===== src/rtl/llr_phase_ctrl_pkg.sv =====
// Shared encodings for the llr_former phase-ambiguity search controller.
package llr_phase_ctrl_pkg;

  typedef enum logic [1:0] {
    ST_IDLE   = 2'd0,
    ST_SEARCH = 2'd1,
    ST_SHIFT  = 2'd2,
    ST_LOCKED = 2'd3
  } state_e;

  localparam int unsigned PHASE_IDX_WIDTH = 3;

endpackage


===== src/rtl/sym_window_cnt.sv =====
// Symbol window counter: counts enabled symbols and pulses when the terminal value is reached,
// restarting from zero so the next window begins on the following symbol.
module sym_window_cnt #(
  parameter int unsigned Width = 24
) (
  input  logic             clk_i,
  input  logic             rst_i,
  input  logic             clear_i,
  input  logic             count_i,
  input  logic [Width-1:0] term_i,
  output logic             term_o
);

  logic [Width-1:0] cnt_q, cnt_d;
  logic             hit;

  assign hit = count_i && (cnt_q == term_i);

  always_comb begin
    cnt_d = cnt_q;
    if (clear_i) begin
      cnt_d = '0;
    end else if (hit) begin
      cnt_d = '0;
    end else if (count_i) begin
      cnt_d = cnt_q + Width'(1);
    end
  end

  always_ff @(posedge clk_i) begin
    if (rst_i) begin
      cnt_q <= '0;
    end else begin
      cnt_q <= cnt_d;
    end
  end

  assign term_o = hit;

endmodule


===== src/rtl/llr_phase_ctrl.sv =====
// Phase-ambiguity search controller: steps llr_former's phase until the decoder reports frame
// sync, then supervises sync and restarts the search after too many sync-less windows.
module llr_phase_ctrl
  import llr_phase_ctrl_pkg::*;
#(
  parameter int unsigned TIMEOUT_WIDTH = 24,
  parameter int unsigned LOSS_WIDTH    = 4,
  parameter int unsigned SETTLE_CYCLES = 16,
  parameter int unsigned SWEEP_WIDTH   = 8
) (
  input  logic                       i_clk,
  input  logic                       i_reset,
  input  logic                       i_enable,
  input  logic [TIMEOUT_WIDTH-1:0]   i_window,
  input  logic [LOSS_WIDTH-1:0]      i_loss_thr,
  input  logic                       i_valid,
  input  logic                       i_sync,
  input  logic                       i_last_phase_stb,
  output logic                       o_shift_phase_stb,
  output logic                       o_locked,
  output logic [PHASE_IDX_WIDTH-1:0] o_phase_idx,
  output logic [SWEEP_WIDTH-1:0]     o_sweep_cnt,
  output logic [1:0]                 o_state
);

  localparam int unsigned SettleW = $clog2(SETTLE_CYCLES);
  localparam logic [SettleW-1:0] SettleLast = SettleW'(SETTLE_CYCLES - 1);

  state_e                     state_q, state_d;
  logic [TIMEOUT_WIDTH-1:0]   term_q, term_d;
  logic [LOSS_WIDTH-1:0]      thr_q, thr_d;
  logic [LOSS_WIDTH-1:0]      loss_q, loss_d;
  logic [SettleW-1:0]         settle_q, settle_d;
  logic [PHASE_IDX_WIDTH-1:0] phase_q, phase_d;
  logic [SWEEP_WIDTH-1:0]     sweep_q, sweep_d;
  logic                       stb_q, stb_d;
  logic                       locked_q, locked_d;

  logic                       counting;
  logic                       win_clear;
  logic                       win_count;
  logic                       expire;
  logic                       enter_shift;
  logic [LOSS_WIDTH-1:0]      loss_inc;

  assign counting  = (state_q == ST_SEARCH) || (state_q == ST_LOCKED);
  // Sync restarts the window; the counter idles at zero outside SEARCH/LOCKED.
  assign win_clear = !counting || i_sync;
  assign win_count = counting && i_valid;
  assign loss_inc  = (&loss_q) ? loss_q : loss_q + LOSS_WIDTH'(1);

  sym_window_cnt #(
    .Width (TIMEOUT_WIDTH)
  ) u_sym_window_cnt (
    .clk_i   (i_clk),
    .rst_i   (i_reset),
    .clear_i (win_clear),
    .count_i (win_count),
    .term_i  (term_q),
    .term_o  (expire)
  );

  always_comb begin
    state_d     = state_q;
    term_d      = term_q;
    thr_d       = thr_q;
    loss_d      = loss_q;
    settle_d    = settle_q;
    phase_d     = phase_q;
    sweep_d     = sweep_q;
    enter_shift = 1'b0;

    if (!i_enable) begin
      state_d  = ST_IDLE;
      loss_d   = '0;
      settle_d = '0;
    end else begin
      unique case (state_q)
        ST_IDLE: begin
          state_d  = ST_SEARCH;
          term_d   = (i_window == '0) ? '0 : i_window - TIMEOUT_WIDTH'(1);
          thr_d    = (i_loss_thr == '0) ? LOSS_WIDTH'(1) : i_loss_thr;
          loss_d   = '0;
          settle_d = '0;
        end
        ST_SEARCH: begin
          if (i_sync) begin
            state_d = ST_LOCKED;
            loss_d  = '0;
          end else if (expire) begin
            enter_shift = 1'b1;
          end
        end
        ST_SHIFT: begin
          if (settle_q == SettleLast) begin
            state_d  = ST_SEARCH;
            settle_d = '0;
          end else begin
            settle_d = settle_q + SettleW'(1);
          end
        end
        ST_LOCKED: begin
          if (i_sync) begin
            loss_d = '0;
          end else if (expire) begin
            if (loss_inc >= thr_q) begin
              enter_shift = 1'b1;
            end else begin
              loss_d = loss_inc;
            end
          end
        end
        default: state_d = ST_IDLE;
      endcase
    end

    if (enter_shift) begin
      state_d  = ST_SHIFT;
      settle_d = '0;
      loss_d   = '0;
      phase_d  = phase_q + PHASE_IDX_WIDTH'(1);
    end

    // The former's wrap indication overrides a coincident shift increment.
    if (i_last_phase_stb) begin
      phase_d = '0;
      sweep_d = (&sweep_q) ? sweep_q : sweep_q + SWEEP_WIDTH'(1);
    end

    stb_d    = enter_shift;
    locked_d = (state_d == ST_LOCKED);
  end

  always_ff @(posedge i_clk) begin
    if (i_reset) begin
      state_q  <= ST_IDLE;
      term_q   <= '0;
      thr_q    <= '0;
      loss_q   <= '0;
      settle_q <= '0;
      phase_q  <= '0;
      sweep_q  <= '0;
      stb_q    <= 1'b0;
      locked_q <= 1'b0;
    end else begin
      state_q  <= state_d;
      term_q   <= term_d;
      thr_q    <= thr_d;
      loss_q   <= loss_d;
      settle_q <= settle_d;
      phase_q  <= phase_d;
      sweep_q  <= sweep_d;
      stb_q    <= stb_d;
      locked_q <= locked_d;
    end
  end

  assign o_shift_phase_stb = stb_q;
  assign o_locked          = locked_q;
  assign o_phase_idx       = phase_q;
  assign o_sweep_cnt       = sweep_q;
  assign o_state           = state_q;

endmodule


===== config.mk =====
export PLATFORM = sky130hd
export DESIGN_NAME = llr_phase_ctrl
export DESIGN_NICKNAME = d
export VERILOG_FILES = /design/src/rtl/llr_phase_ctrl_pkg.sv /design/src/rtl/sym_window_cnt.sv /design/src/rtl/llr_phase_ctrl.sv
export SDC_FILE = /design/constraint.sdc
export NUM_CORES = 1
export LEC_CHECK = 0
export CAP_MARGIN = 20
export CORE_MARGIN = 2
export CORE_UTILIZATION = 38
export DETAILED_ROUTE_END_ITERATION = 8
export PLACE_DENSITY = 0.64
export SLEW_MARGIN = 15
export SYNTH_ARGS = -nofsm -noshare
export SYNTH_HDL_FRONTEND = slang
export SYNTH_HIERARCHICAL = 1
export SYNTH_SLANG_ARGS = --single-unit

===== constraint.sdc =====
create_clock -name i_clk -period 7.85 [get_ports i_clk]
set_input_delay 1.1775 -clock i_clk [delete_from_list [all_inputs] [get_ports i_clk]]
set_output_delay 1.1775 -clock i_clk [all_outputs]
set_load 0.01 [all_outputs]

==> impl_results.md <==
* Result of the run: finished clean
* Worst-path maximum fanout at 15
* Final period util at 0.4251
* Synthesis warning total at 6
* Clock buffer count from CTS at 9
* CTS tree: yes
* Dominant synthesized flop cell: sky130_fd_sc_hd__dfxtp_1
* Routability-driven placement congestion ratio at 0.8015
* Initial core utilization at 0.3916
* Worst hold path stage count at 2
* Nets at 558
* DR vias at 3383
* Slowest library cell on the worst path: sky130_fd_sc_hd__or4_4
* Power per cell area at 169.0 nW/um2
* Achievable frequency at 0.2997 GHz
* Sequential-to-total area share from yosys stat at 0.3714
* Worst endpoint data arrival time at 3.57 ns
* Cell leakage power at 0.001599 uW
* Clock transition at the register clock pins on the worst setup and hold paths after CTS at 0.08 ns
* Number of synthesized flops with an enable pin at 0
* Total negative setup slack at 0 ns
* Actual slew at the worst max-slew pin at 0.9518 ns
* Largest net degree at the start of global routing at 29
* Total standard cell area after synthesis at 4043 um2
* Post-DR wirelength/cell at 13.18 um
* Share of the synthesized area in the top cell type at 0.3714
* Max-slew headroom at 0.3631
* Synth cell count leaders: sky130_fd_sc_hd__dfxtp_1 (75), sky130_fd_sc_hd__xnor2_1 (53), sky130_fd_sc_hd__nand2_1 (50)
* Row count at 37
* End-of-flow core utilization at 0.4656
* RSZ-0062 raised after global routing: no
* DRT antenna net count at 0
* Minimum clock period after layout at 3.337 ns
* Cell type with the highest occurrence count on the critical path: sky130_fd_sc_hd__or4_4
* Routed wire length at 8631 um
* Top-count cell post-synth: sky130_fd_sc_hd__dfxtp_1
* Required @ worst endpoint at 8.08 ns
* Number of sinks handled by clock tree synthesis at 75
* Number of antenna violations at the first check in global routing at 0
* Global-route usage over all layers at 0.1615
* Classification of the worst-slack hold path: reg -> reg
* Async set or reset register ratio after synthesis at 0
* Syn nets at 513
* Max Root-Sink Buffers at 2
* Clk_lat worst skew at 0.35 ns
* Initial drt markers at 176
* Synthesis-to-finish area growth at 18.91%
* Vias in the first global route at 3167
* Hold bufs inserted after CTS at 0
* Critical-path cell list: clkdlybuf4s50_1 -> or4_4 -> or4_4 -> or3_1 -> nand2_4 -> o21ai_0
* Leftover overflow at the end of global routing at 0
* CTS-repair resized insts at 0
* Share of post-route cells with drive strength above 1 at 0.08863
* Worst setup EP type: register
* Met3 usage in global routing at 0.03040
* Vias/cell at 5.165
* Final hold violations at 0
* Post-DP HPWL at 6540 um
* Peak ir drop on the vdd network at 0.08307 mV
* Final Max Tran Viols at 0
* Startpoint Class: input port
* Synth unique cells at 55
* Cells on worst reg2reg path at 9
* Setup violators final at 0
* Yosys top cell by area: sky130_fd_sc_hd__dfxtp_1
* Vertical die dimension at 107.1 um
* Met2 usage in global routing at 0.2495
* Ports placed on the boundary at 49
* Overall die width at 107.1 um
* H-tree depth at 3
* Setup repair bufs after CTS at 0
* Count of port buffers added during placement at 48
* Routing usage on met1 at 0.2214
* Clock Root Buffer: sky130_fd_sc_hd__clkbuf_8
* Critical setup path kind: in -> reg
* Syn Area/Cell at 8.620 um2
* Wire length of the first global-routing pass at 14930 um
* Crit-path max cell delay at 0.57 ns
* Gate count after technology mapping at 469
* Max Cap Violations at 0
* First drt pass iteration count at 6
* CORE AREA at 10320 um2
* Cell types with the largest area share after synthesis: sky130_fd_sc_hd__dfxtp_1 (37%), sky130_fd_sc_hd__xnor2_1 (11%), sky130_fd_sc_hd__xor2_1 (5.0%)
* Antenna cell count at 0
* Drt drc at 0
* Layout Skew at 0.005610 ns
* Die Footprint at 11480 um2
* Routing layer with the top usage in global route: met2
* FF+latch count, synth at 75
worst paths after layout:
check	startpoint	to	slack, ns
min	thr_q[1]	thr_q[1]	0.46
max	i_window[12]	term_q[11]	4.51
min reg2reg	thr_q[1]	thr_q[1]	0.46
max reg2reg	loss_q[0]	loss_q[0]	5.01
per-layer routing:
| layer | part of all wire | vias up |
|---|---|---|
| met2 | 0.46 | 69 |
| li1 | - | 1736 |
| met3 | 0.033 | 6 |
| met1 | 0.50 | 1572 |
| met5 | 0 | - |
| met4 | 0.0093 | 0 |
per-stage QoR:
| stage | total power (uW) | area (um2) | hold WS, ns | setup WS, ns | cells |
|---|---|---|---|---|---|
| after CTS | 821.3 | 4807 | 0.4607 | 4.516 | 655 |
| after floorplan | 455.0 | 4043 | 0.4363 | 4.743 | 469 |
| final | 812.2 | 4807 | 0.4553 | 4.513 | 655 |
| after global placement | 486.5 | 4581 | 0.4465 | 4.172 | 639 |
| after global routing | 849.9 | 4807 | 0.4851 | 4.393 | 655 |
| after detailed placement | 488.6 | 4581 | 0.4494 | 4.129 | 639 |
power by group:
group	total [uW]	switching, uW	internal, uW
registers	400	9.02	391
logic	79.5	39.0	40.5
clock network	333	145	187
total	812	193	619
layout make-up:
class | count | area, um2
clock buffers | 10 | 137.6
flip-flops and latches | 75 | 1501
multi-input cells | 367 | 2372
well taps | 136 | 170.2
inverters | 11 | 41.29
repair buffers | 50 | 495.5
clock inverters | 6 | 88.84
fillers | 1008 | 5517
kinds of logic after synthesis:
logic type / share of synthesized area
DFF: 0.3714
muxes: 0.007738
and+or+nand+nor: 0.2745
xor gates and xnor gates: 0.1647
buffers and inverters: 0.04178
AOI/OAI and AO/OA: 0.1089
adders and majority gates: 0.03095
placed cells by master (no fill, tap or decap), drive strengths merged, types with 3 or more instances in the layout:
cell type | netlist | final
nor2 | 47 | 47
nand2b | 3 | 3
xnor2 | 53 | 53
nor4 | 10 | 10
or4 | 4 | 4
dfxtp | 75 | 75
clkbuf | 8 | 10
or2 | 3 | 3
o21a | 3 | 3
clkinv | 1 | 3
o21ai | 27 | 27
nand3 | 23 | 23
ha | 10 | 10
nand4 | 19 | 19
or3 | 8 | 8
nand2 | 51 | 51
o2111ai | 3 | 3
nor3 | 19 | 19
and2 | 3 | 3
xor2 | 23 | 23
and3 | 7 | 7
and4 | 3 | 3
a21oi | 27 | 27
inv | 10 | 10
clkdlybuf4s50 | 0 | 48
registers in the layout, summed over array words and instances (netlist names):
signal	count
u_sym_window_cnt/cnt_q	24
o_state	2
o_locked	1
settle_q	4
o_sweep_cnt	8
thr_q	4
o_phase_idx	3
o_shift_phase_stb	1
term_q	24
loss_q	4
critical path: cells and delay by family:
family / cells / cell delay (ns)
buffers and inverters: 1 / 0.46
AOI/OAI and AO/OA: 1 / 0.12
and+or+nand+nor: 4 / 1.81
Power figures use the tool's default switching activity.
